[src/rtl/hd_ctrl_seq.sv]
// Purpose : hardwired controller for the teaching CPU; beat sequencer, console modes, decode.
// Latency : strobes are combinational from the current beat; the state advances every CLK edge.
// Backpres: none; START is honoured only in IDLE, and STOP (or end of pass) returns to IDLE.
//
// Ports: CLK/CLR clock and async active-high reset; START resume pulse; SW console mode;
//        IR instruction; C/Z ALU flags; W one-hot beat; ST0 phase flag; BUSY not-IDLE;
//        RD_SEL/RS_SEL register selects; S/M/CIN ALU control; remaining outputs are datapath strobes.
// Optional: define EXT_ISA_EN to decode OUT/XOR/OR (opcodes 1010-1100); otherwise they are NOPs.
module hd_ctrl_seq #(
    parameter int NREG   = 4,
    parameter int RSEL_W = 2,
    parameter int IR_W   = 8
) (
    input  logic              CLK,
    input  logic              CLR,
    input  logic              START,
    input  logic [2:0]        SW,
    input  logic [IR_W-1:0]   IR,
    input  logic              C,
    input  logic              Z,
    output logic [2:0]        W,
    output logic              ST0,
    output logic              BUSY,
    output logic [RSEL_W-1:0] RD_SEL,
    output logic [RSEL_W-1:0] RS_SEL,
    output logic [3:0]        S,
    output logic M, CIN, ABUS, SBUS, MBUS, DRW, LDC, LDZ, PCINC, LPC, PCADD,
    output logic LAR, ARINC, MEMW, LIR, SELCTL, STOP, SHORT, LONG
);

    localparam logic [1:0] S_IDLE = 2'd0;
    localparam logic [1:0] S_B1   = 2'd1;
    localparam logic [1:0] S_B2   = 2'd2;
    localparam logic [1:0] S_B3   = 2'd3;

    localparam logic [RSEL_W-1:0] RIDX_LAST = RSEL_W'(NREG - 2);

    logic [1:0]        state, nxt_state;
    logic [2:0]        mode;
    logic              st0, nxt_st0;
    logic [RSEL_W-1:0] ridx, nxt_ridx, ridx_p1, ridx_adv;
    logic              term, stop_term;
    logic [3:0]        opcode;

    assign opcode   = IR[IR_W-1 -: 4];
    assign ridx_p1  = ridx + RSEL_W'(1);
    assign ridx_adv = (ridx >= RIDX_LAST) ? '0 : ridx + RSEL_W'(2);
    assign ST0      = st0;
    assign BUSY     = (state != S_IDLE);

    always_comb begin
        W = 3'b000; S = 4'b0000; RD_SEL = '0; RS_SEL = '0;
        M = 1'b0; CIN = 1'b0; ABUS = 1'b0; SBUS = 1'b0; MBUS = 1'b0; DRW = 1'b0;
        LDC = 1'b0; LDZ = 1'b0; PCINC = 1'b0; LPC = 1'b0; PCADD = 1'b0; LAR = 1'b0;
        ARINC = 1'b0; MEMW = 1'b0; LIR = 1'b0; SELCTL = 1'b0; STOP = 1'b0;
        SHORT = 1'b0; LONG = 1'b0;
        term = 1'b0; nxt_st0 = st0; nxt_ridx = ridx;
        case (state)
            S_B1:    W = 3'b001;
            S_B2:    W = 3'b010;
            S_B3:    W = 3'b100;
            default: W = 3'b000;
        endcase
        if (state != S_IDLE) begin
            case (mode)
                3'b001, 3'b010: begin
                    SBUS = 1'b1; SELCTL = 1'b1; SHORT = 1'b1; STOP = 1'b1;
                    if (!st0) begin
                        LAR = 1'b1; nxt_st0 = 1'b1;
                    end else begin
                        ARINC = 1'b1;
                        if (mode == 3'b001) MEMW = 1'b1;
                        else                MBUS = 1'b1;
                    end
                end
                3'b011: begin
                    SELCTL = 1'b1; STOP = 1'b1;
                    RD_SEL = ridx; RS_SEL = ridx_p1;
                    if (state == S_B2) nxt_ridx = ridx_adv;
                end
                3'b100: begin
                    SBUS = 1'b1; SELCTL = 1'b1; DRW = 1'b1; STOP = 1'b1;
                    RD_SEL = (state == S_B2) ? ridx_p1 : ridx;
                    if (state == S_B2) begin
                        nxt_ridx = ridx_adv;
                        nxt_st0  = (ridx_adv != '0);
                    end
                end
                3'b000: begin
                    if (!st0) begin
                        LPC = 1'b1; SBUS = 1'b1; SHORT = 1'b1; STOP = 1'b1;
                        nxt_st0 = 1'b1;
                    end else begin
                        RD_SEL = IR[2*RSEL_W-1 -: RSEL_W];
                        RS_SEL = IR[RSEL_W-1:0];
                        if (state == S_B1) begin
                            LIR = 1'b1; PCINC = 1'b1;
                        end else begin
                            case (opcode)
                                4'b0001: if (state == S_B2) begin
                                    S = 4'b1001; CIN = 1'b1; ABUS = 1'b1; DRW = 1'b1; LDZ = 1'b1; LDC = 1'b1;
                                end
                                4'b0010: if (state == S_B2) begin
                                    S = 4'b0110; ABUS = 1'b1; DRW = 1'b1; LDZ = 1'b1; LDC = 1'b1;
                                end
                                4'b0011: if (state == S_B2) begin
                                    M = 1'b1; S = 4'b1011; ABUS = 1'b1; DRW = 1'b1; LDZ = 1'b1;
                                end
                                4'b0100: if (state == S_B2) begin
                                    S = 4'b0000; ABUS = 1'b1; DRW = 1'b1; LDZ = 1'b1; LDC = 1'b1;
                                end
                                4'b0101: if (state == S_B2) begin
                                    M = 1'b1; S = 4'b1010; ABUS = 1'b1; LAR = 1'b1; LONG = 1'b1;
                                end else begin
                                    DRW = 1'b1; MBUS = 1'b1;
                                end
                                4'b0110: if (state == S_B2) begin
                                    M = 1'b1; S = 4'b1111; ABUS = 1'b1; LAR = 1'b1; LONG = 1'b1;
                                end else begin
                                    M = 1'b1; S = 4'b1010; ABUS = 1'b1; MEMW = 1'b1;
                                end
                                4'b0111: if (state == S_B2) PCADD = C;
                                4'b1000: if (state == S_B2) PCADD = Z;
                                4'b1001: if (state == S_B2) begin
                                    M = 1'b1; S = 4'b1111; ABUS = 1'b1; LPC = 1'b1;
                                end
                                4'b1110: if (state == S_B2) STOP = 1'b1;
`ifdef EXT_ISA_EN
                                4'b1010: if (state == S_B2) begin
                                    M = 1'b1; S = 4'b1010; ABUS = 1'b1;
                                end
                                4'b1011: if (state == S_B2) begin
                                    M = 1'b1; S = 4'b0110; ABUS = 1'b1; DRW = 1'b1; LDZ = 1'b1;
                                end
                                4'b1100: if (state == S_B2) begin
                                    M = 1'b1; S = 4'b1110; ABUS = 1'b1; DRW = 1'b1; LDZ = 1'b1;
                                end
`endif
                                default: ;
                            endcase
                        end
                    end
                end
                // Unassigned console modes have no work; end the pass quietly.
                default: term = 1'b1;
            endcase
        end
    end

    // Register passes (modes 011/100) span B1+B2: STOP lights in both beats,
    // but only the B2 beat closes the pass.
    assign stop_term = STOP && !(((mode == 3'b011) || (mode == 3'b100)) && (state == S_B1));

    always_comb begin
        nxt_state = state;
        case (state)
            S_IDLE:  if (START) nxt_state = S_B1;
            S_B1:    nxt_state = (stop_term || term) ? S_IDLE : (SHORT ? S_B1 : S_B2);
            S_B2:    nxt_state = (stop_term || term) ? S_IDLE : (LONG ? S_B3 : S_B1);
            default: nxt_state = (stop_term || term) ? S_IDLE : S_B1;
        endcase
    end

    always_ff @(posedge CLK or posedge CLR) begin
        if (CLR) begin
            state <= S_IDLE;
            mode  <= 3'b000;
            st0   <= 1'b0;
            ridx  <= '0;
        end else begin
            state <= nxt_state;
            if (state == S_IDLE) begin
                if (START) begin
                    mode <= SW;
                    // A new console mode starts its own phase and register walk afresh.
                    if (SW != mode) begin
                        st0  <= 1'b0;
                        ridx <= '0;
                    end
                end
            end else begin
                st0  <= nxt_st0;
                ridx <= nxt_ridx;
            end
        end
    end

endmodule

[config.mk]
export PLATFORM = sky130hd
export DESIGN_NAME = hd_ctrl_seq
export DESIGN_NICKNAME = d
export VERILOG_FILES = /design/src/rtl/hd_ctrl_seq.sv
export SDC_FILE = /design/constraint.sdc
export NUM_CORES = 1
export LEC_CHECK = 0
export CAP_MARGIN = 15
export CORE_MARGIN = 2
export CORE_UTILIZATION = 47
export CTS_BUF_LIST = sky130_fd_sc_hd__clkbuf_16
export DETAILED_ROUTE_END_ITERATION = 10
export PLACE_DENSITY = 0.95
export SYNTH_ARGS = -nofsm -noshare
export SYNTH_HDL_FRONTEND = slang
export SYNTH_SLANG_ARGS = --single-unit
[constraint.sdc]
create_clock -name CLK -period 2.8 [get_ports CLK]
set_input_delay 0.28 -clock CLK [delete_from_list [all_inputs] [get_ports CLK]]
set_output_delay 0.28 -clock CLK [all_outputs]
set_load 0.01 [all_outputs]
* Word-level counts from Yosys, hierarchy flattened
Cells that the tools add are included.
Operators by class: add/subtract/negate cells 2, multipliers 0, div/mod/pow operators 0, $lt $le $gt $ge 1, eq/ne operators 21, shifts and indexed selects 0, mux-type cells 125, bitwise logic cells 0, reduce and logical (&&, ||, !) cells 27
Operators by type and width (count):
- $mux W1 | 81
- $mux W2 | 17
- $mux W4 | 8
- $pmux W1 S2 | 12
- $pmux W4 S6 | 1
- $eq A4 B3 Y1 const B | 4
- $eq A4 B4 Y1 const B | 3
- $pmux W2 S3 | 2
- $reduce_or A3 Y1 | 4
- $reduce_and A5 Y1 | 2
- $reduce_bool A2 Y1 | 5
- $pmux W3 S3 | 1
- $eq A4 B2 Y1 const B | 2
- $reduce_or A4 Y1 | 2
- $eq A3 B2 Y1 const B | 2
- $mux W3 | 2
- $reduce_or A2 Y1 | 3
- $reduce_or A6 Y1 | 1
- $reduce_or A5 Y1 | 1
- $eq A2 B2 Y1 const B | 2
- $eq A4 B1 Y1 const B | 1
- $pmux W2 S2 | 1
- $eq A3 B1 Y1 const B | 1
- $eq A3 B3 Y1 const B | 1
- 15 further kinds | 17
Storage, ports and cells: flip-flop bits (word level) 8, latch bits 0, RAM bits 0, bits in read-only memories 0, input bits 16, output and inout port bits 32, word-level logic and storage cells 180, memories kept 0

* Longest topological paths before layout
Gate-level depths: netlist (run 1).
depth in word-level cells 11, gate-level depth with buffers 5, mapped depth without buffers 5

* Worst setup path before layout (run 1)
No wires, ideal clock.
path kind input to output, start input IR[6], end output MEMW, data arrival time 1.412 ns, data required time 2.520 ns, path slack 1.108 ns, stages on the path 4, cell sequence buf_2 > nor2b_1 > nand3_1 > a2111oi_0
On the way: cells in the longest elaborated chain, start to end 6
RTL lines:
- start, declared | line 18 | input logic [IR_W-1:0] IR,
- $eq A4 B3 Y1 | line 99 | case (opcode)
- $mux W1 | line 99
- $mux W1 | line 96 | if (state == S_B1) begin
- $mux W1 | line 90 | if (!st0) begin
- $pmux W1 S2 | line 65 | case (mode)
- $mux W1 | line 64 | if (state != S_IDLE) begin
- end, declared | line 28 | output logic LAR, ARINC, MEMW, LIR, SELCTL, STOP, SHORT, LONG
No other way between the ends.

* Worst setup path in the final report (run 1)
start input IR[4], end output MEMW
Same word-level chain as after synthesis.

==> summary.md, run 1 <==
| Metric | Value |
|---|---|
| CP max FO | 12 |
| Detailed placement HPWL | 3040 um |
| Data arrival time of the critical path | 2320 ps |
| Post-CTS setup repair buffer count | 0 |
| Yosys top cell area share | 0.1649 |
| Drc violations | 0 |
| Worst skew pair latency | 230 ps |
| Tcrit/Tclk final | 0.9274 |
| Nets | 230 |
| Post-synthesis async set-or-reset flop share | 1.000 |
| Pwr Density | around 880 nW/um^2 |
| Die Wd | 54.82 um |
| Ports | 48 |
| Status | finished, final reports clean |
| H-tree depth | 1 |
| Final setup viols | 0 |
| Hold-fix buffers, CTS | 0 |
| Initial DRC Count | 76 |
| Synth Cell Area | 1214 um^2 |
| Initial core utilization | 0.4944 |
| Avg WL per Cell | 17.02 um |
| Library cells used by synthesis | 50 |
| Clock root buffer | clkbuf_16 |
| Final hold violation count | 0 |
| Synth area leader | dfrtp_1 |
| Overall Global Routing Usage | 0.2943 |
| Final Core Density | 0.7319 |
| Setup TNS | 0 ps |
| RSZ-0062 raised after global routing | no |
| Synth Register Bits | 8 |
| Clock skew | 0.8623 ps |
| Num rows | 18 |
| Final min period | 2597 ps |
| Core area | 2455 um^2 |
| Kind of critical path | input pin to output pin |
| Synthesized net count | 183 |
| F_max | ~0.39 GHz |
| WP data required | 2520 ps |
| Port bufs | between 40 and 50 |
| Number of global-route vias before repair | about 1300 |
| First-pass GRT wire length | 6334 um |
| Avg Vias per Cell | roughly 6.3 |
| Mapped Cells | 165 |
| RD Place Congestion | 0.9323 |
| CP Capture Type | output pin |
| Avg Inst Size Synth | 7.356 um^2 |
| Hold crit path type | input pin to async pin |
| Drt total wl | between 4000 and 5000 um |
| Slew @ Worst Pin | approximately 650 ps |
| Clock slew at reported path FFs | about 40 ps |
| Worst-case clock buffer depth | 2 |
| Slew Limit Fails | 0 |
| CTS buffer count | 3 |
| Max-cap viol count | 0 |
| Height of the die | 54.82 um |
| Layout cells sized above 1 | 0.1238 |
| Remaining global-route overflow | 0 |
| Primary FF master, synth | dfrtp_1 |
| DRT Pass-1 Iters | 4 |
| Largest net degree at the start of global routing | 19 |
| ANT cells | 0 |
| DIE AREA | 3005 um^2 |
| Synth warn | 0 |
| Post-CTS sizing | 0 |
| Type of origin of the critical path | input pin |
| Clk sinks | 8 |
| Max VDD drop | 707.0 uV |
| Synth area leaders | dfrtp_1 16%, nor2_1 4.3%, nand2_1 4.0% |
| Area Overhead vs Synth | 48.04% |
| Slew HR | 0.5631 |
| CTS tree | yes |
| Routed Antenna Nets | 0 |
| Via count | about 1500 |
| Worst reg2reg setup slack | 890 ps |
| Leakage | ~0.00067 uW |
| Min Hold Slack | 298.5 ps |
| Post-synthesis sequential area ratio | 0.1649 |
| Initial antenna violation count | 0 |
| Post-synth EDFFs | 0 |
where the power goes:
group	leakage, uW	internal [uW]	total [uW]	switching (uW)
combinational	0.000535	526	1070	549
sequential	0.000100	163	268	105
clock	0.0000370	184	235	51.7
total	0.000672	872	1580	705
layout by cell type (no fill, tap or decap), types with 3 or more instances in the layout:
| cell type | n |
|---|---|
| nand3b_1 | 3 |
| a31oi_1 | 5 |
| nor2_1 | 14 |
| inv_1 | 8 |
| o21ai_0 | 9 |
| dfrtp_1 | 8 |
| nand2_1 | 13 |
| o211ai_1 | 4 |
| buf_4 | 11 |
| nand3_1 | 7 |
| nor3_1 | 3 |
| xor2_1 | 3 |
| or2_2 | 4 |
| and3b_1 | 4 |
| nor2b_1 | 5 |
| clkbuf_16 | 3 |
| clkdlybuf4s50_1 | 47 |
| mux2_2 | 3 |
| xnor2_1 | 5 |
| a21oi_1 | 9 |
registers in the layout, summed over array words and instances, names as in the netlist:
signal	count
state	2
ridx	2
ST0	1
mode	3
cells in the mapped netlist (all sizes together), types with 3 or more instances:
| master | count |
|---|---|
| nand3b | 3 |
| clkbuf | 4 |
| buf | 12 |
| nand3 | 7 |
| dfrtp | 8 |
| a31oi | 5 |
| nor2 | 14 |
| nor3 | 3 |
| and3b | 4 |
| inv | 8 |
| o211ai | 4 |
| xor2 | 3 |
| a21oi | 9 |
| nand2 | 13 |
| xnor2 | 5 |
| o21ai | 9 |
| mux2 | 3 |
| nor2b | 5 |
| or2 | 4 |
critical path: stages:
cell and delay, ps:
clkdlybuf4s50_1 610, nor2b_1 330, nand3_1 110, a2111oi_0 380, clkdlybuf4s50_1 610
cell type report:
cell class                 count  area [um^2]
clock buffer                   3        75.07
fill                         186        658.1
inverter                       8        30.03
multi-input combinational    133        900.9
sequential                     8        200.2
tap                           30        37.54
timing repair buffer          58        553.0
through the flow:
stage | setup WS [ps] | std cells | total power [uW] | cell area (um^2)
after floorplan | 1108 | 165 | 898.6 | 1214
final | 203.4 | 240 | 1578 | 1797
after CTS | 218.2 | 240 | 1560 | 1797
after detailed placement | 251.7 | 237 | 1308 | 1722
after global placement | 303.4 | 237 | 1272 | 1722
after global routing | 49.33 | 240 | 1667 | 1797
kinds of logic after synthesis:
kind of cell | Yosys count | synth area share
and+or+nand+nor | 72 | 0.3557
xor gates and xnor gates | 8 | 0.05773
muxes | 4 | 0.03608
AOI/OAI and AO/OA | 47 | 0.2722
buffers and inverters | 24 | 0.09278
DFF | 8 | 0.1649
adders and majority gates | 2 | 0.02062
metal layers:
| metal | GRT usage | share of wire | vias to the layer above |
|---|---|---|---|
| met5 | 0 | 0 | - |
| met4 | 0.09167 | 0.026 | 0 |
| met3 | 0.04372 | 0.082 | 16 |
| met2 | 0.4881 | 0.48 | 94 |
| met1 | 0.3887 | 0.41 | 700 |
| li1 | - | - | 703 |
final timing paths:
| path | startpoint | end | cells after the start |
|---|---|---|---|
| worst min-delay path | CLR | ridx[0]$_DFFE_PP0P_ | 2 |
| worst max register to register | mode[2]$_DFFE_PP0P_ | ST0$_DFFE_PP0P_ | 4 |
| max in group asynchronous | CLR | mode[2]$_DFFE_PP0P_ | 2 |
| worst max-delay path | IR[4] | MEMW | 5 |
| min in group CLK | ridx[0]$_DFFE_PP0P_ | ridx[0]$_DFFE_PP0P_ | 2 |
| worst min register to register | ridx[0]$_DFFE_PP0P_ | ridx[0]$_DFFE_PP0P_ | 2 |
Note: power is estimated with default switching activity, not from simulation.
==> run 2: changes to the inputs <==
==> constraint.sdc (replaced) <==
create_clock -name CLK -period 2.8 [get_ports CLK]
set_input_delay 0.56 -clock CLK [delete_from_list [all_inputs] [get_ports CLK]]
set_output_delay 0.56 -clock CLK [all_outputs]
set_load 0.01 [all_outputs]
==> run 2 against run 1 <==
Net effect:
- global-route usage unchanged
- via count up 6.5%
- combinational power about the same
- non-clock buffer count up 12
- first-iteration DRC count down 3.9%
- critical path type is now flop to output pin
- largest cell class unchanged
==> summary.md, run 2 (synthesis gave the netlist of run 1 again) <==
| Metric | Value |
|---|---|
| Status | finished, final reports clean (unchanged) |
| Largest net degree at the start of global routing | 16 (was 19) |
| Clock root buffer | clkbuf_16 (unchanged) |
| Initial antenna violation count | 0 (unchanged) |
| Max-cap viol count | 0 (unchanged) |
| Part of the power in registers | 0.194 (was 0.170) |
| Switching share of total power | 0.4511 (was 0.4471) |
| Largest registers | mode x3, ridx x2, state x2 (unchanged) |
| P_sw | 732.1 uW (was 705.5 uW) |
| Kind of critical path | flop to output pin (was input pin to output pin) |
| Fill count | 174 (was 186) |
| Type of origin of the critical path | flop (was input pin) |
| WP data required | 2240 ps (was 2520 ps) |
| Worst path top cell family by delay | buffers and inverters (unchanged) |
| Num rows | 18 (unchanged) |
| Nets | 242 (was 230) |
| Tcrit/Tclk final | 0.9755 (was 0.9274) |
| Crit. path cell count | 5 (unchanged) |
| Slew @ Worst Pin | 613.3 ps (was 654.0 ps) |
| Worst reg2reg setup slack | 1040 ps (was 890 ps) |
| Cell area after layout | 1944 um^2 (was 1797 um^2) |
| Height of the die | 54.82 um (unchanged) |
| Max reg flops | 3 (unchanged) |
| Clock slew at reported path FFs | 40 ps (about the same) |
| Pwr Density | 834.8 nW/um^2 (was 878.2 nW/um^2) |
| Routed Antenna Nets | 0 (unchanged) |
| Reg with most FFs | mode (unchanged) |
| Via count | 1611 (was 1513) |
| CP Capture Type | output pin (unchanged) |
| Worst path max stage delay | 560 ps (was 610 ps) |
| Hold crit path type | input pin to async pin (unchanged) |
| Max VDD drop | 1038 uV (was 707.0 uV) |
| Most frequent cells in the layout | 29 x clkdlybuf4s50_1, 21 x buf_4, 13 x nand2_1 (was 47 x clkdlybuf4s50_1, 14 x nor2_1, 13 x nand2_1) |
| Final min period | 2731 ps (was 2597 ps) |
| Clock power frac | 0.148 (was 0.149) |
| Leakage | 0.0009016 uW (was 0.0006724 uW) |
| Remaining global-route overflow | 0 (unchanged) |
| Internal power | 891.0 uW (was 872.5 uW) |
| Crit-path cells | nor4b_4, buf_4, buf_4, and2_1, clkdlybuf4s50_1 (was clkdlybuf4s50_1, nor2b_1, nand3_1, a2111oi_0, clkdlybuf4s50_1) |
| RR Startpoint | mode[2]$_DFFE_PP0P_ (unchanged) |
| Post-DP Area | 1829 um^2 (was 1722 um^2) |
| Placed cells | 248 (was 237) |
| Detailed placement HPWL | 3296 um (was 3040 um) |
| R2R depth | 3 (was 4) |
| RD Place Congestion | 0.9322 (was 0.9323) |
| CTS tree | yes (unchanged) |
| CP max FO | 15 (was 12) |
| Clk sinks | 8 (unchanged) |
| Avg Vias per Cell | 6.368 (was 6.304) |
| Drc violations | 0 (unchanged) |
| Hold-fix buffers, CTS | 0 (unchanged) |
| Overall Global Routing Usage | 0.2943 (unchanged) |
| H-tree depth | 1 (unchanged) |
| DIE AREA | 3005 um^2 (unchanged) |
| Final setup viols | 0 (unchanged) |
| Number of global-route vias before repair | 1475 (was 1310) |
| Die Wd | 54.82 um (unchanged) |
| Initial DRC Count | 73 (was 76) |
| Worst skew pair latency | 230 ps (about the same) |
| Drt total wl | 4493 um (was 4084 um) |
| Slew Limit Fails | 0 (unchanged) |
| Final hold violation count | 0 (unchanged) |
| Worst-case clock buffer depth | 2 (unchanged) |
| Comb pwr share | 0.658 (was 0.681) |
| Data arrival time of the critical path | 2170 ps (was 2320 ps) |
| Initial core utilization | 0.4944 (unchanged) |
| Port bufs | 47 (unchanged) |
| Ports | 48 (unchanged) |
| RR Endpoint | ST0$_DFFE_PP0P_ (unchanged) |
| Clock skew | 3.650 ps (was 0.8623 ps) |
| CP bufs+invs | 3 (was 2) |
| Slew HR | 0.5902 (was 0.5631) |
| CP max stage cell | dfrtp_1 (was clkdlybuf4s50_1) |
| CTS buffer count | 3 (unchanged) |
| Core area | 2455 um^2 (unchanged) |
| Final Instance Count excl. Fillers | 253 (was 240) |
| Commonest non-fill, non-tap cell in the layout | clkdlybuf4s50_1 (unchanged) |
| Most frequent cell on the critical path | buf_4 (was clkdlybuf4s50_1) |
| DRT Pass-1 Iters | 4 (unchanged) |
| F_max | 0.3661 GHz (was 0.3851 GHz) |
| Avg WL per Cell | 17.76 um (was 17.02 um) |
| First-pass GRT wire length | 6479 um (was 6334 um) |
| Area Overhead vs Synth | 60.21% (was 48.04%) |
| Layout cells sized above 1 | 0.2117 (was 0.1238) |
run 2: changes by cell type in the layout (fill, tap and decap cells not counted), moves of 3 or more:
cell | previous run | this run
dlymetal6s2s_1 | 0 | 6
nor2b_1 | 5 | 2
clkdlybuf4s50_1 | 47 | 29
dlygate4sd2_1 | 0 | 11
buf_4 | 11 | 21
run 2: worst max path at each step:
| stage | startpoint | endpoint | slack (ps) |
|---|---|---|---|
| after global placement | IR[4] | LAR | -140 |
| after CTS | IR[5] | S[2] | -2 |
| after detailed placement | IR[4] | DRW | -210 |
| after floorplan | IR[6] | MEMW | 550 |
| after global routing | IR[6] | MEMW | -0.5 |
| final | mode[2]$_DFFE_PP0P_ | PCINC | 70 |
run 2: power by group through the flow:
stage / Combinational, uW / Sequential, uW / Clock, uW
3_5_place_dp: 1040 / 302 / 0
5_1_grt: 1150 / 323 / 250
3_3_place_gp: 994 / 291 / 0
4_1_cts: 1050 / 305 / 240
6_report: 1070 / 316 / 240
2_1_floorplan: 688 / 211 / 0
run 2: per-stage QoR:
step | setup TNS, ps | utilization | hold WS, ps | setup WS, ps | total power (uW)
3_5_place_dp | -1886 | 0.7452 | 657.2 | -212.8 | 1338
6_report | 0 | 0.7920 | 587.0 | 68.64 | 1623
3_3_place_gp | -1000 | 0.7452 | 652.5 | -142.5 | 1285
4_1_cts | -2.018 | 0.7768 | 590.9 | -2.018 | 1590
5_1_grt | -0.4525 | 0.7910 | 625.9 | -0.4525 | 1720
2_1_floorplan | 0 | - | 375.7 | 548.3 | 898.6
run 2: what timing repair did:
| action | 4_1_cts | 5_1_grt |
|---|---|---|
| pin swaps | 0 | 1 |
| setup buffers | 0 | 1 |
| resized for setup | 19 | 14 |
| setup endpoints to repair | 16 | 10 |
run 2: final cells by class:
type	count	area (um^2)	share of cell area
Antenna cell	1	2.502	0.001287
Clock buffer	3	75.07	0.03861
Multi-Input combinational cell	133	932.1	0.4794
Timing Repair Buffer	70	664.4	0.3417
Tap cell	30	37.54	0.01931
Inverter	8	30.03	0.01544
Sequential cell	8	202.7	0.1042
run 2: per-layer routing:
layer	up-vias	wire [um]	part of all wire	GRT usage
met1	781	1765	0.39	0.3588
met2	91	2296	0.51	0.4940
li1	728	-	-	-
met4	0	58	0.013	0.1208
met5	-	0	0	0
met3	11	372	0.083	0.06557
==> RTL change: new RTL, flow settings as in run 2 <==
The parameter `RSEL_W` goes from 2 to 4.
--- a/src/rtl/hd_ctrl_seq.sv
+++ b/src/rtl/hd_ctrl_seq.sv
@@ -8,7 +8,7 @@
 // Optional: define EXT_ISA_EN to decode OUT/XOR/OR (opcodes 1010-1100); otherwise they are NOPs.
 module hd_ctrl_seq #(
     parameter int NREG   = 4,
-    parameter int RSEL_W = 2,
+    parameter int RSEL_W = 4,
     parameter int IR_W   = 8
 ) (
     input  logic              CLK,
Ports: changed (resized RD_SEL and RS_SEL); port bits go from 48 to 52. No check against the original RTL was run, so the function may have changed too.
==> RTL change against run 2 <==
- count of clock-buffer cells in the layout stayed put
- sequential cell count is 2 higher
- global-route usage is 2.3 points lower
- total power is 10% higher
- area after synthesis is 13% higher
- worst setup slack better by 0.017 ns
- routed wire length is 2.7% lower
- non-clock buffer count is 8 higher
- synthesized cell count is 12% higher
- cell area is 10% higher
- critical path type is now in2out
- largest power group unchanged
- highest routed layer unchanged
==> RTL change: results (changes against run 2) <==
CLOCK TREE
------------------------------------------------------------------------------------------------------
Source-to-sink clock delay at the later pin of the worst-skew pair                             0.24 ns
Longest Clk Path Bufs                                                                                2   unchanged
Clock transition at the register clock pins on the worst setup and hold paths after CTS        0.04 ns   about the same
Level count of the clock H-tree                                                                      1   unchanged
Number of clock buffers inserted by TritonCTS                                                        3   unchanged
Root buffer cell                                                                          sky130_fd_sc_hd__clkbuf_16

PLACED DESIGN
------------------------------------------------------------------------------------------------------
PortBufs                                                                                            51   +8.5%
Worst slack at placement                                                                     -0.303 ns   -0.0900 ns
Cell area after placement                                                                   2010 sq um   +9.8%
Estimated wirelength of the detail-placed design                                               3300 um   +0.17%
Global placer's final weighted congestion                                                        0.930   -0.23%

YOSYS
------------------------------------------------------------------------------------------------------
Synthesis Warnings                                                                                   0   unchanged
Share of the yosys chip area belonging to registers                                              0.183   +0.0180
Main flop type after synthesis                                                            sky130_fd_sc_hd__dfrtp_1
Top cells by count, synth                                                                 sky130_fd_sc_hd__nor2_1, sky130_fd_sc_hd__nand2_1, sky130_fd_sc_hd__nor3_1
Net count after synthesis                                                                          203   +11%
Most area-consuming cells after synthesis                                                 sky130_fd_sc_hd__dfrtp_1, sky130_fd_sc_hd__nor2_1, sky130_fd_sc_hd__nor3_1
Number of unique standard cell types used by synthesis                                              57   +14%
Share of synthesized flip-flops with an asynchronous set or reset                                 1.00   unchanged

FINISH
------------------------------------------------------------------------------------------------------
Net count of the finished layout                                                                   268   +11%
Fillers                                                                                            200   +15%
Antenna diode instance count                                                                         0   -1
Registers with the most flip-flops                                                        ridx x4, mode x3, state x2
Layout cells sized above 1                                                                       0.246   +0.0343

GLOBAL ROUTING
------------------------------------------------------------------------------------------------------
Total routing resource utilization after global routing                                          0.272   -0.0228
Antenna violations before repair                                                                     0   unchanged
First-pass GRT wire length                                                                     7220 um   +11%
Pin count of the biggest net entering global routing                                                19   +3
Vias in the first global route                                                                    1572   +6.6%

ROUTE
------------------------------------------------------------------------------------------------------
Initial DRC count                                                                                   96   +32%
Average routed wire per standard cell                                                          15.7 um   -12%
Number of iterations in the first detailed-routing pass                                              4   unchanged
Total number of vias                                                                              1691   +5.0%

TIMING
------------------------------------------------------------------------------------------------------
Post-route minimum period                                                                      2.71 ns   -0.0170 ns
Max_slew headroom                                                                                0.756   +0.166
Setup clock skew after layout                                                               0.00348 ns   -0.000169 ns

SETUP PATH
------------------------------------------------------------------------------------------------------
Critical path peak fanout                                                                            4   -11
R2R Setup Slk                                                                                  0.96 ns   -0.08 ns
Arrival time of data at the critical path endpoint                                             2.15 ns   -0.02 ns

POWER
------------------------------------------------------------------------------------------------------
Static leakage                                                                                0.999 nW   +11%
Worst IR Drop VDD                                                                           0.000955 V   -8.0%
Switching power of the nets                                                                   0.819 mW   +12%

STATUS
------------------------------------------------------------------------------------------------------
Outcome                                                                                      completed

WORST HOLD PATH
------------------------------------------------------------------------------------------------------
Hold/Removal Path Class                                                                       in2async

==> RTL change: power groups by stage <==
| stage | Sequential [mW] | Clock [mW] | Combinational [mW] |
|---|---|---|---|
| floorplan | 0.246 | 0 | 0.804 |
| global placement | 0.260 | 0 | 1.23 |
| detailed placement | 0.267 | 0 | 1.25 |
| CTS | 0.267 | 0.260 | 1.25 |
| global route | 0.278 | 0.269 | 1.37 |
| finish | 0.272 | 0.256 | 1.26 |
==> RTL change: cell families (layout without fill, tap and decap cells) <==
group | Yosys count | after routing | share of synthesized area
buffers and inverters | 27 | 91 | 0.0887
multiplexers | 4 | 4 | 0.0320
AO/OA/AOI/OAI | 50 | 50 | 0.267
adder cells (fa/ha/maj) | 4 | 4 | 0.0348
XOR/XNOR | 8 | 8 | 0.0512
AND/OR/NAND/NOR | 81 | 81 | 0.343
flip-flops | 10 | 10 | 0.183
==> RTL change: final cells by class <==
cell class / instances / area, sq um / area share
Inverter: 9 / 33.8 / 0.0158
Clock inverter: 1 / 3.75 / 0.00175
Multi-Input combinational cell: 147 / 1040 / 0.488
Sequential cell: 10 / 253 / 0.118
Tap cell: 31 / 38.8 / 0.0181
Clock buffer: 3 / 75.1 / 0.0351
Timing Repair Buffer: 78 / 692 / 0.323
==> RTL change: critical path, cell delays in order <==
cell                              delay (ns)
sky130_fd_sc_hd__clkdlybuf4s50_1        0.53
sky130_fd_sc_hd__nor3b_4                0.23
sky130_fd_sc_hd__buf_4                  0.14
sky130_fd_sc_hd__buf_4                  0.10
sky130_fd_sc_hd__nand2_1                0.08
sky130_fd_sc_hd__a211oi_1               0.23
sky130_fd_sc_hd__dlygate4sd2_1          0.30
==> RTL change: metal layers <==
metal	vias up	global-route usage	wire length (um)
met5	-	0	0
met2	77	0.489	2230
met4	0	0.0797	105
li1	808	-	-
met3	14	0.0179	273
met1	792	0.348	1760
==> RTL change: worst paths after layout <==
path                           from  endpoint  cells past startpoint
max                           IR[7]      S[2]                      7
min                             CLR       ST0                      2
max reg2reg                state[1]   ridx[3]                      6
min reg2reg                 mode[2]   mode[2]                      1
max in group asynchronous       CLR   mode[2]                      2
min in group CLK            mode[2]   mode[2]                      1
==> RTL change: per-stage QoR <==
step | std cells | setup TNS [ns] | power [mW] | utilization | hold WS [ns]
6_report | 279 | 0 | 1.79 | 0.776 | 0.600
5_1_grt | 279 | -0.000857 | 1.92 | 0.776 | 0.626
4_1_cts | 279 | 0 | 1.77 | 0.769 | 0.599
3_5_place_dp | 272 | -2.32 | 1.51 | 0.729 | 0.631
3_3_place_gp | 272 | -1.82 | 1.49 | 0.729 | 0.620
2_1_floorplan | 184 | 0 | 1.05 | - | 0.400
==> RTL change: what timing repair did <==
action                     CTS  global route
resized for setup           27            17
setup endpoints to repair   19             8
pin swaps                    2             2
hold endpoints to repair     0             0
setup buffers                3             0
